### src/rtl/pipe_reg_bank_if.sv
// rtl/pipe_reg_bank_if.sv - handshake/data bundle between two pipeline stages around pipe_reg_bank
interface pipe_reg_bank_if #(
  parameter int NCH = 2,
  parameter int W   = 32
);
  logic             in_valid_i;
  logic             in_ready_o;
  logic [NCH*W-1:0] in_data_i;
  logic [NCH-1:0]   we_i;
  logic             flush_i;
  logic             out_valid_o;
  logic             out_ready_i;
  logic [NCH*W-1:0] out_data_o;

  modport slave (
    input  in_valid_i, in_data_i, we_i, flush_i, out_ready_i,
    output in_ready_o, out_valid_o, out_data_o
  );

  modport master (
    output in_valid_i, in_data_i, we_i, flush_i, out_ready_i,
    input  in_ready_o, out_valid_o, out_data_o
  );
endinterface

### src/rtl/pipe_reg_bank.sv
// rtl/pipe_reg_bank.sv - masked, flushable pipeline register bank; NCH channels of W bits
// Define PIPE_REG_BANK_SKID_EN for a two-entry skid buffer with registered in_ready_o.
module pipe_reg_bank #(
  parameter int NCH = 2,
  parameter int W   = 32
) (
  input  logic          clk_i,
  input  logic          rst_i,
  pipe_reg_bank_if.slave bus
);
  typedef enum logic [1:0] {
    EMPTY = 2'd0,
    FULL  = 2'd1,
    SKID  = 2'd2
  } state_e;

  state_e           state_q, state_d;
  logic [NCH*W-1:0] main_q, main_d;
  logic [NCH*W-1:0] base_q, base_d;
  logic [NCH*W-1:0] merged;
  logic             in_ready, out_valid, accept, consume;
`ifdef PIPE_REG_BANK_SKID_EN
  logic [NCH*W-1:0] skid_q, skid_d;
`endif

  // Masked-off channels take their value from the last accepted beat.
  always_comb begin
    merged = base_q;
    for (int c = 0; c < NCH; c++) begin
      if (bus.we_i[c]) merged[c*W +: W] = bus.in_data_i[c*W +: W];
    end
  end

  always_ff @(posedge clk_i or posedge rst_i) begin
    if (rst_i) begin
      state_q <= EMPTY;
      main_q  <= '0;
      base_q  <= '0;
`ifdef PIPE_REG_BANK_SKID_EN
      skid_q  <= '0;
`endif
    end else begin
      state_q <= state_d;
      main_q  <= main_d;
      base_q  <= base_d;
`ifdef PIPE_REG_BANK_SKID_EN
      skid_q  <= skid_d;
`endif
    end
  end

  always_comb begin
    state_d = state_q;
    main_d  = main_q;
    base_d  = base_q;
`ifdef PIPE_REG_BANK_SKID_EN
    skid_d  = skid_q;
`endif
    // A beat accepted during flush is dropped and leaves the merge base alone.
    if (bus.flush_i) begin
      state_d = EMPTY;
    end else begin
      if (accept) base_d = merged;
      case (state_q)
        EMPTY: begin
          if (accept) begin
            state_d = FULL;
            main_d  = merged;
          end
        end
        FULL: begin
`ifdef PIPE_REG_BANK_SKID_EN
          if (accept && consume) begin
            main_d = merged;
          end else if (accept) begin
            state_d = SKID;
            skid_d  = merged;
          end else if (consume) begin
            state_d = EMPTY;
          end
`else
          if (accept) begin
            main_d = merged;
          end else if (consume) begin
            state_d = EMPTY;
          end
`endif
        end
`ifdef PIPE_REG_BANK_SKID_EN
        SKID: begin
          if (consume) begin
            state_d = FULL;
            main_d  = skid_q;
          end
        end
`endif
        default: state_d = EMPTY;
      endcase
    end
  end

  always_comb begin
    out_valid = (state_q != EMPTY);
`ifdef PIPE_REG_BANK_SKID_EN
    in_ready  = (state_q != SKID);
`else
    in_ready  = !out_valid || bus.out_ready_i;
`endif
  end

  assign accept          = bus.in_valid_i && in_ready;
  assign consume         = out_valid && bus.out_ready_i;
  assign bus.in_ready_o  = in_ready;
  assign bus.out_valid_o = out_valid;
  assign bus.out_data_o  = main_q;
endmodule
### src/flat_wrapper.sv
// flat-port wrapper written by rule: the top's interface ports become plain ports
module pipe_reg_bank_flat 
#(
  parameter int NCH = 2,
  parameter int W   = 32
)
  (clk_i, rst_i, bus_in_valid_i, bus_in_data_i, bus_we_i, bus_flush_i, bus_out_ready_i, bus_in_ready_o, bus_out_valid_o, bus_out_data_o);
  pipe_reg_bank_if #(.NCH(NCH), .W(W)) bus_i ();
  input  logic clk_i;
  input  logic rst_i;
  input wire logic [$bits(bus_i.in_valid_i)-1:0] bus_in_valid_i;
  input wire logic [$bits(bus_i.in_data_i)-1:0] bus_in_data_i;
  input wire logic [$bits(bus_i.we_i)-1:0] bus_we_i;
  input wire logic [$bits(bus_i.flush_i)-1:0] bus_flush_i;
  input wire logic [$bits(bus_i.out_ready_i)-1:0] bus_out_ready_i;
  output wire logic [$bits(bus_i.in_ready_o)-1:0] bus_in_ready_o;
  output wire logic [$bits(bus_i.out_valid_o)-1:0] bus_out_valid_o;
  output wire logic [$bits(bus_i.out_data_o)-1:0] bus_out_data_o;
  assign bus_i.in_valid_i = bus_in_valid_i;
  assign bus_i.in_data_i = bus_in_data_i;
  assign bus_i.we_i = bus_we_i;
  assign bus_i.flush_i = bus_flush_i;
  assign bus_i.out_ready_i = bus_out_ready_i;
  assign bus_in_ready_o = bus_i.in_ready_o;
  assign bus_out_valid_o = bus_i.out_valid_o;
  assign bus_out_data_o = bus_i.out_data_o;
  pipe_reg_bank #(.NCH(NCH), .W(W)) u_core (.clk_i(clk_i), .rst_i(rst_i), .bus(bus_i));
endmodule
### config.mk
export PLATFORM = sky130hd
export DESIGN_NAME = pipe_reg_bank_flat
export DESIGN_NICKNAME = d
export VERILOG_FILES = /design/src/rtl/pipe_reg_bank_if.sv /design/src/rtl/pipe_reg_bank.sv /design/src/flat_wrapper.sv
export SDC_FILE = /design/constraint.sdc
export NUM_CORES = 1
export LEC_CHECK = 0
export CAP_MARGIN = 20
export CORE_MARGIN = 4
export CORE_UTILIZATION = 36
export DETAILED_ROUTE_END_ITERATION = 7
export GPL_ROUTABILITY_DRIVEN = 0
export GPL_TIMING_DRIVEN = 0
export PLACE_DENSITY = 0.79
export SLEW_MARGIN = 15
export SYNTH_ARGS = -nofsm -noshare
export SYNTH_HDL_FRONTEND = slang
export SYNTH_SLANG_ARGS = --single-unit
export TNS_END_PERCENT = 10
### constraint.sdc
create_clock -name clk_i -period 2.3 [get_ports clk_i]
set_input_delay 0.69 -clock clk_i [delete_from_list [all_inputs] [get_ports clk_i]]
set_output_delay 0.69 -clock clk_i [all_outputs]
set_load 0.005 [all_outputs]
# Word level (Yosys, flattened, before mapping)

Cells that the tools add are included.
Widths: inputs -> output; s select.

Register bits: 130
Latch bits: 0
Memory bits (writable): 0
Memory bits (read-only): 0
Input port bits: 71
Output and inout port bits: 66
Word-level logic and storage cells: 25
Memories kept: 0

$add $sub $neg: 0
Multiply operators: 0
Divide/modulo/power cells: 0
Magnitude comparators: 0
Eq/ne operators: 4
Shift operators: 0
Mux-type cells: 7
Bitwise operators: 1
Reduce and logical (&&, ||, !) cells: 10

Operator list:

| operator           | number |
|---|---|
| $mux 32            | 2 |
| $mux 2             | 4 |
| $ne 3x2->1 const B | 2 |
| $reduce_and 3->1   | 2 |
| $pmux 2 s2         | 1 |
| $ne 3x3->1 const B | 1 |
| $eq 2x1->1 const B | 1 |
| $logic_and 1x1->1  | 2 |
| $logic_not 2->1    | 1 |
| $reduce_and 2->1   | 1 |
| $reduce_bool 2->1  | 1 |
| $reduce_or 2->1    | 1 |
| $logic_not 1->1    | 1 |
| $logic_or 1x1->1   | 1 |
| $not 1->1          | 1 |

# Logic depth before layout (Yosys ltp)

Gate-level depths: netlist of the first run.

Depth after elaboration: 7
Gate-level depth with buffers: 4
Depth with buffers taken out: 3

# Worst setup path after synthesis of the first run

OpenSTA, ideal clock, no wires.

Kind: input to register
From: in bus_out_ready_i
To: reg u_core.main_q[0] (netlist: u_core.bus.out_data_o[0])
Library setup time: 125 ps
Data arrival time: 1,455 ps
Data required time: 2,175 ps
Setup slack: 720 ps
Stages on the path: 4
Path buffers: 1
Path through: nand2b_4 -> nand4b_4 -> buf_6 -> mux2_4

Cells in the longest elaborated chain, start to end: 3

Ends and longest elaborated chain:

| item                              | line                 | source |
|---|---|---|
| from (decl)                       | flat_wrapper.sv:15   | `input wire logic [$bits(bus_i.out_ready_i)-1:0] bus_out_ready_i;` |
| $logic_or 1x1->1                  | pipe_reg_bank.sv:107 | `in_ready = !out_valid \|\| bus.out_ready_i;` |
| $logic_and 1x1->1                 | pipe_reg_bank.sv:111 | `assign accept = bus.in_valid_i && in_ready;` |
| $reduce_and 3->1 (no source line) | --                   |  |
| to (signal assigned)              | pipe_reg_bank.sv:44  | `main_q <= main_d;` |
| to (decl)                         | pipe_reg_bank.sv:18  | `logic [NCH*W-1:0] main_q, main_d;` |

No other way between the ends.
A chain may end at the register's enable or synchronous reset.

# Worst setup path after layout of the first run

From: in bus_out_ready_i
To: out bus_in_ready_o

Cells in the longest elaborated chain, start to end: 1

Ends and longest elaborated chain:

| item             | line                 | source |
|---|---|---|
| $logic_or 1x1->1 | pipe_reg_bank.sv:107 |  |
| to (decl)        | flat_wrapper.sv:16   | `output wire logic [$bits(bus_i.in_ready_o)-1:0] bus_in_ready_o;` |

No other way between the ends.

==> results of run 1 <==
==> routing by layer <==
| metal | global-route usage [%] | vias up | wire [um] |
|---|---|---|---|
| li1 | - | 793 | - |
| met1 | 17.60 | 834 | 2524 |
| met2 | 24.02 | 67 | 3277 |
| met3 | 4.462 | 9 | 454 |
| met4 | 5.769 | 0 | 81 |
| met5 | 0 | - | 0 |
==> cell families after synthesis <==
family | synth area share (%)
AO/OA/AOI/OAI | 0.1842
buffers and inverters | 2.766
flip-flops | 59.94
multiplexers | 34.85
AND/OR/NAND/NOR | 2.259
==> sequential cells by signal (all words and copies together), names as in the netlist <==
register               cells
u_core.state_q             1
u_core.bus.out_data_o     64
==> stage by stage <==
step                      instances  TNS, ps  hold WS, ps  setup WS [ps]  util [%]
after CTS                       393        0        509.3          21.78     60.79
after detailed placement        378   -247.0        491.3         -247.0     58.39
after floorplan                 141        0        504.1          720.0         -
after global placement          376   -234.2        488.1         -234.2     57.64
final                           393        0        506.3          29.43     60.79
after global routing            393        0        520.8          9.997     60.79
==> worst max-delay path, delay by kind of cell <==
family,cells,cell delay (ps)
buffers and inverters,2,730
AND/OR/NAND/NOR,1,150
==> worst paths after layout <==
check                                                from                         to  slack, ps  cells after the start
worst max-delay path                      bus_out_ready_i             bus_in_ready_o         30                      3
worst min-delay path            u_core.bus.out_data_o[28]  u_core.bus.out_data_o[28]        510                      1
worst max register to register          u_core.state_q[0]   u_core.bus.out_data_o[9]       1000                      4
worst min register to register  u_core.bus.out_data_o[28]  u_core.bus.out_data_o[28]        510                      1
max in group asynchronous                           rst_i  u_core.bus.out_data_o[44]        880                      4
min in group asynchronous                           rst_i  u_core.bus.out_data_o[63]        760                      2
==> power by group <==
group | internal (mW) | switching, mW | total, mW
Sequential | 1.38 | 0.137 | 1.52
Combinational | 0.814 | 0.257 | 1.07
Clock | 0.490 | 0.392 | 0.882
Total | 2.68 | 0.786 | 3.47
==> area by class of cell <==
| class | count | area share, % |
|---|---|---|
| Clock buffer | 11 | 2.964 |
| Buffer | 6 | 1.524 |
| Multi-Input combinational cell | 68 | 22.83 |
| Tap cell | 99 | 2.794 |
| Clock inverter | 4 | 1.016 |
| Sequential cell | 65 | 36.69 |
| Inverter | 2 | 0.2540 |
| Timing Repair Buffer | 138 | 31.92 |
==> cells in the mapped netlist (all sizes together) <==
library cell / instances / area share, %
a21oi: 1 / 0.18
nand4b: 2 / 1.8
dfrtp: 65 / 60
mux2: 64 / 35
nand2b: 1 / 0.51
inv: 2 / 0.28
buf: 6 / 2.5
==> flow_metrics.env, run 1 <==
export IMPL_status="complete, no violations"
export IMPL_port_buffers=136
export IMPL_worst_pin_slew_ps=512.0
export IMPL_dpl_cell_area_um2=4258
export IMPL_drtIter0Drc=13
export IMPL_max_freq_mhz=440.4
export IMPL_numCtsBuffers=9
export IMPL_syn_instance_count=141
export IMPL_power_per_cell_area_nw_per_um2=782.7
export IMPL_period_share_pct=98.72
export IMPL_yosys_warnings=0
export IMPL_power_leakage_nw=2.066
export IMPL_finalPower_mw=3.470
export IMPL_finalSetupViolCount=0
export IMPL_final_cell_area_um2=4433
export IMPL_areaGrowthSynthToFinish_pct=63.35
export IMPL_wl_mm=6.337
export IMPL_n_antenna_cell=0
export IMPL_slowest_stage="clkdlybuf4s50_1"
export IMPL_antenna_found_initial=0
export IMPL_tritoncts="yes"
export IMPL_slew_headroom_pct=65.80
export IMPL_slew_viol_final=0
export IMPL_worstPathArrival_ps=1580
export IMPL_htreeDepth=3
export IMPL_hpwlAfterDp_mm=4.963
export IMPL_layout_commonest_cell="clkdlybuf4s50_1"
export IMPL_setup_worst_path_end_class="primary output"
export IMPL_die_x_um=94.83
export IMPL_vdd_drop_max_mv=0.3375
export IMPL_worstSetupStartpointType="input port"
export IMPL_rows=31
export IMPL_cp_max_fo=4
export IMPL_drive_gt1_share_pct=30.27
export IMPL_fin_nets=361
export IMPL_initial_core_util_pct=37.22
export IMPL_maxCapViolations=0
export IMPL_hold_violations=0
export IMPL_grt_pass1_wl_mm=9.804
export IMPL_globalRoute_totalOverflow=0
export IMPL_syn_avg_cell_area_um2=19.25
export IMPL_final_cell_mix="135 x clkdlybuf4s50_1, 65 x dfrtp_1, 60 x mux2_4"
export IMPL_crit_type="in -> out"
export IMPL_die_y_um=94.83
export IMPL_clk_path_buf_depth=2
export IMPL_synthesis_nets=212
export IMPL_ant_nets=0
export IMPL_first_pass_iters=2
export IMPL_drc_errors=0
export IMPL_cts_clk_slew_worst_paths_ps=60
export IMPL_critical_path_required_ps=1610
export IMPL_hp_class="reg -> reg"
export IMPL_insertion_delay_ps=320
export IMPL_synth_area_um2=2714
export IMPL_seq_area_um2=1627
export IMPL_yosysSeqAreaShare_pct=59.94
export IMPL_multi_input_area_um2=1012
export IMPL_dieArea_um2=8992
export IMPL_clock_sinks=65
export IMPL_fin_worst_skew_ps=7.858
export IMPL_ioPinCount=137
export IMPL_wire_per_inst_um=16.12
export IMPL_core_um2=7292
export IMPL_yosysUniqueCellTypes=8
export IMPL_avgViaCountPerCell=4.333
export IMPL_post_cts_buffers=0
export IMPL_ctsRootBufferMaster="clkbuf_8"
export IMPL_grt_usage_pct=14.50
export IMPL_hold_buffers=0
export IMPL_num_vias=1703
export IMPL_grt_setup_unrepaired="false"
export IMPL_yosys_register_bits=65
export IMPL_critPathMaxStageDelay_ps=450
export IMPL_grt_max_degree=26
export IMPL_layout_min_cycle_time_ps=2271
export IMPL_fillers=599
export IMPL_grt_pass1_vias=1943
export IMPL_worstPathCellList="clkdlybuf4s50_1, nand2b_4, dlygate4sd2_1"
export IMPL_cts_resized=1
(Power assumes the default switching activity.)
==> run 2, diff against run 1 <==
Settings changed: PLACE_DENSITY 0.79 to 0.73.
==> flow_metrics.env, run 2 (synthesis gave the netlist of run 1 again) <==
export IMPL_status="complete, no violations"
export IMPL_final_cell_mix="135 x clkdlybuf4s50_1, 65 x dfrtp_1, 60 x mux2_4"
export IMPL_finalSetupViolCount=0
export IMPL_crit_type="in -> out"
export IMPL_r2r_setup_slack_ps=980
export IMPL_initial_core_util_pct=37.22
export IMPL_worstPathArrival_ps=1530
export IMPL_worstSetupStartpointType="input port"
export IMPL_vdd_drop_max_mv=0.3742
export IMPL_hp_class="reg -> reg"
export IMPL_comb_power_share_pct=27.9
export IMPL_period_share_pct=96.51
export IMPL_rr_worst_depth=4
export IMPL_met2WireLength_mm=2.953
export IMPL_die_x_um=94.83
export IMPL_p_switching_uw=816.3
export IMPL_fin_worst_skew_ps=8.795
export IMPL_layout_min_cycle_time_ps=2220
export IMPL_slowest_stage="clkdlybuf4s50_1"
export IMPL_antenna_found_initial=0
export IMPL_wl_mm=6.206
export IMPL_finalPower_mw=3.813
export IMPL_power_per_cell_area_nw_per_um2=850.1
export IMPL_grt_pass1_vias=1919
export IMPL_drt_met1_wl_mm=2.542
export IMPL_hold_depth=1
export IMPL_ctsRootBufferMaster="clkbuf_8"
export IMPL_hold_buffers=0
export IMPL_slew_viol_final=0
export IMPL_switching_share_pct=21.41
export IMPL_clk_path_buf_depth=2
export IMPL_cts_clk_slew_worst_paths_ps=70
export IMPL_clock_sinks=65
export IMPL_worst_pin_slew_ps=683.4
export IMPL_numCtsBuffers=9
export IMPL_dieArea_um2=8992
export IMPL_post_cts_buffers=0
export IMPL_hold_ws_ps=508.5
export IMPL_htreeDepth=3
export IMPL_fillers=601
export IMPL_reg2reg_to="u_core.bus.out_data_o[27]"
export IMPL_insertion_delay_ps=330
export IMPL_wire_per_inst_um=15.79
export IMPL_fin_nets=360
export IMPL_drive_gt1_share_pct=30.95
export IMPL_hold_violations=0
export IMPL_num_vias=1727
export IMPL_largest_reg_flops=64
export IMPL_critical_path_required_ps=1610
export IMPL_clkPwrFrac_pct=32.5
export IMPL_areaGrowthSynthToFinish_pct=65.28
export IMPL_first_pass_iters=4
export IMPL_min_from="u_core.bus.out_data_o[11]"
export IMPL_critPathMaxStageDelay_ps=450
export IMPL_grt_usage_pct=14.19
export IMPL_pwr_share_seq_pct=39.6
export IMPL_crit_start="bus_out_ready_i"
export IMPL_globalRoute_totalOverflow=0
export IMPL_grt_setup_unrepaired="false"
export IMPL_grt_pass1_wl_mm=9.673
export IMPL_maxCapViolations=0
export IMPL_final_util_pct=61.51
export IMPL_worstPathCellList="clkdlybuf4s50_1, nand2b_4, clkdlybuf4s15_1"
export IMPL_max_freq_mhz=450.5
export IMPL_power_leakage_nw=2.087
export IMPL_hpwlAfterDp_mm=4.687
export IMPL_met3_length_um=590
export IMPL_slew_headroom_pct=54.35
export IMPL_n_antenna_cell=0
export IMPL_rows=31
export IMPL_core_um2=7292
export IMPL_highest_layer="met4"
export IMPL_ant_nets=0
export IMPL_drtIter0Drc=41
export IMPL_avgViaCountPerCell=4.394
export IMPL_cp_max_fo=4
export IMPL_die_y_um=94.83
export IMPL_layout_commonest_cell="clkdlybuf4s50_1"
export IMPL_grt_max_degree=35
export IMPL_drc_errors=0
export IMPL_port_buffers=136
export IMPL_setup_worst_path_end_class="primary output"
export IMPL_ioPinCount=137
export IMPL_internal_power_mw=2.997
export IMPL_whs_endpoint="u_core.bus.out_data_o[11]"
export IMPL_tritoncts="yes"
export IMPL_r2r_start="u_core.state_q[0]"
-- run 2: changes by cell type in the layout (fill, tap and decap cells not counted), sizes merged --
cell           delta
clkbuf            +1
clkinv            -3
clkinvlp          +1
clkdlybuf4s15     +1
buf               -1
dlygate4sd2       -1
bufinv            +2
-- run 2: layout make-up --
class	count	area, um^2	area share, %
sequential	65	1627	36.26
inverter	2	11.26	0.2510
clock inverter	4	97.59	2.176
buffer	6	67.56	1.506
multi-input combinational	68	1012	22.57
timing repair buffer	137	1381	30.79
clock buffer	12	165.2	3.682
tap	99	123.9	2.762
-- run 2: per-stage QoR --
stage / worst slack, ps / TNS (ps) / cell area, um^2 / std cells
global placement: -233.1 / -233.1 / 4203 / 376
CTS: 39.31 / 0 / 4484 / 393
finish: 80.18 / 0 / 4486 / 393
floorplan: 720.0 / 0 / 2718 / 141
global route: 22.36 / 0 / 4486 / 393
detailed placement: -229.0 / -229.0 / 4223 / 377
-- run 2: power groups by stage --
stage          logic, mW  clock network [mW]  registers (mW)
6_report            1.06                1.24            1.51
5_1_grt             1.13                1.32            1.54
4_1_cts             1.08                1.27            1.51
3_5_place_dp        1.08                   0            1.52
3_3_place_gp        1.06                   0            1.52
2_1_floorplan      0.391                   0            1.54
-- run 2: worst max path at each step --
stage | cells past startpoint | slack (ps) | to
floorplan | 4 | 720 | u_core.bus.out_data_o[0]
global placement | 3 | -230 | bus_in_ready_o
detailed placement | 3 | -230 | bus_in_ready_o
CTS | 3 | 40 | bus_in_ready_o
global route | 3 | 20 | bus_in_ready_o
finish | 3 | 80 | bus_in_ready_o
-- run 2: what timing repair did --
| item | 4_1_cts | 5_1_grt |
|---|---|---|
| cloned | 0 | 0 |
| endpoints found under the setup margin | 1 | 1 |
| resized for setup | 1 | 1 |
| pin swaps | 0 | 0 |
-- run 2: worst max-delay path, delay by kind of cell --
family	cells	cell delay [ps]
buf+inv	2	680
simple gates	1	160
-- run 2: per-layer routing --
metal	vias up	GRT usage (%)
li1	792	-
met5	-	0
met4	0	6.731
met2	84	22.31
met1	837	17.22
met3	14	5.259
==> run 3, diff against run 2 <==
Settings changed: TNS_END_PERCENT 10 to default.
==> results of run 3 <==
The final DEF is identical to that of run 2; final timing and power are the same.
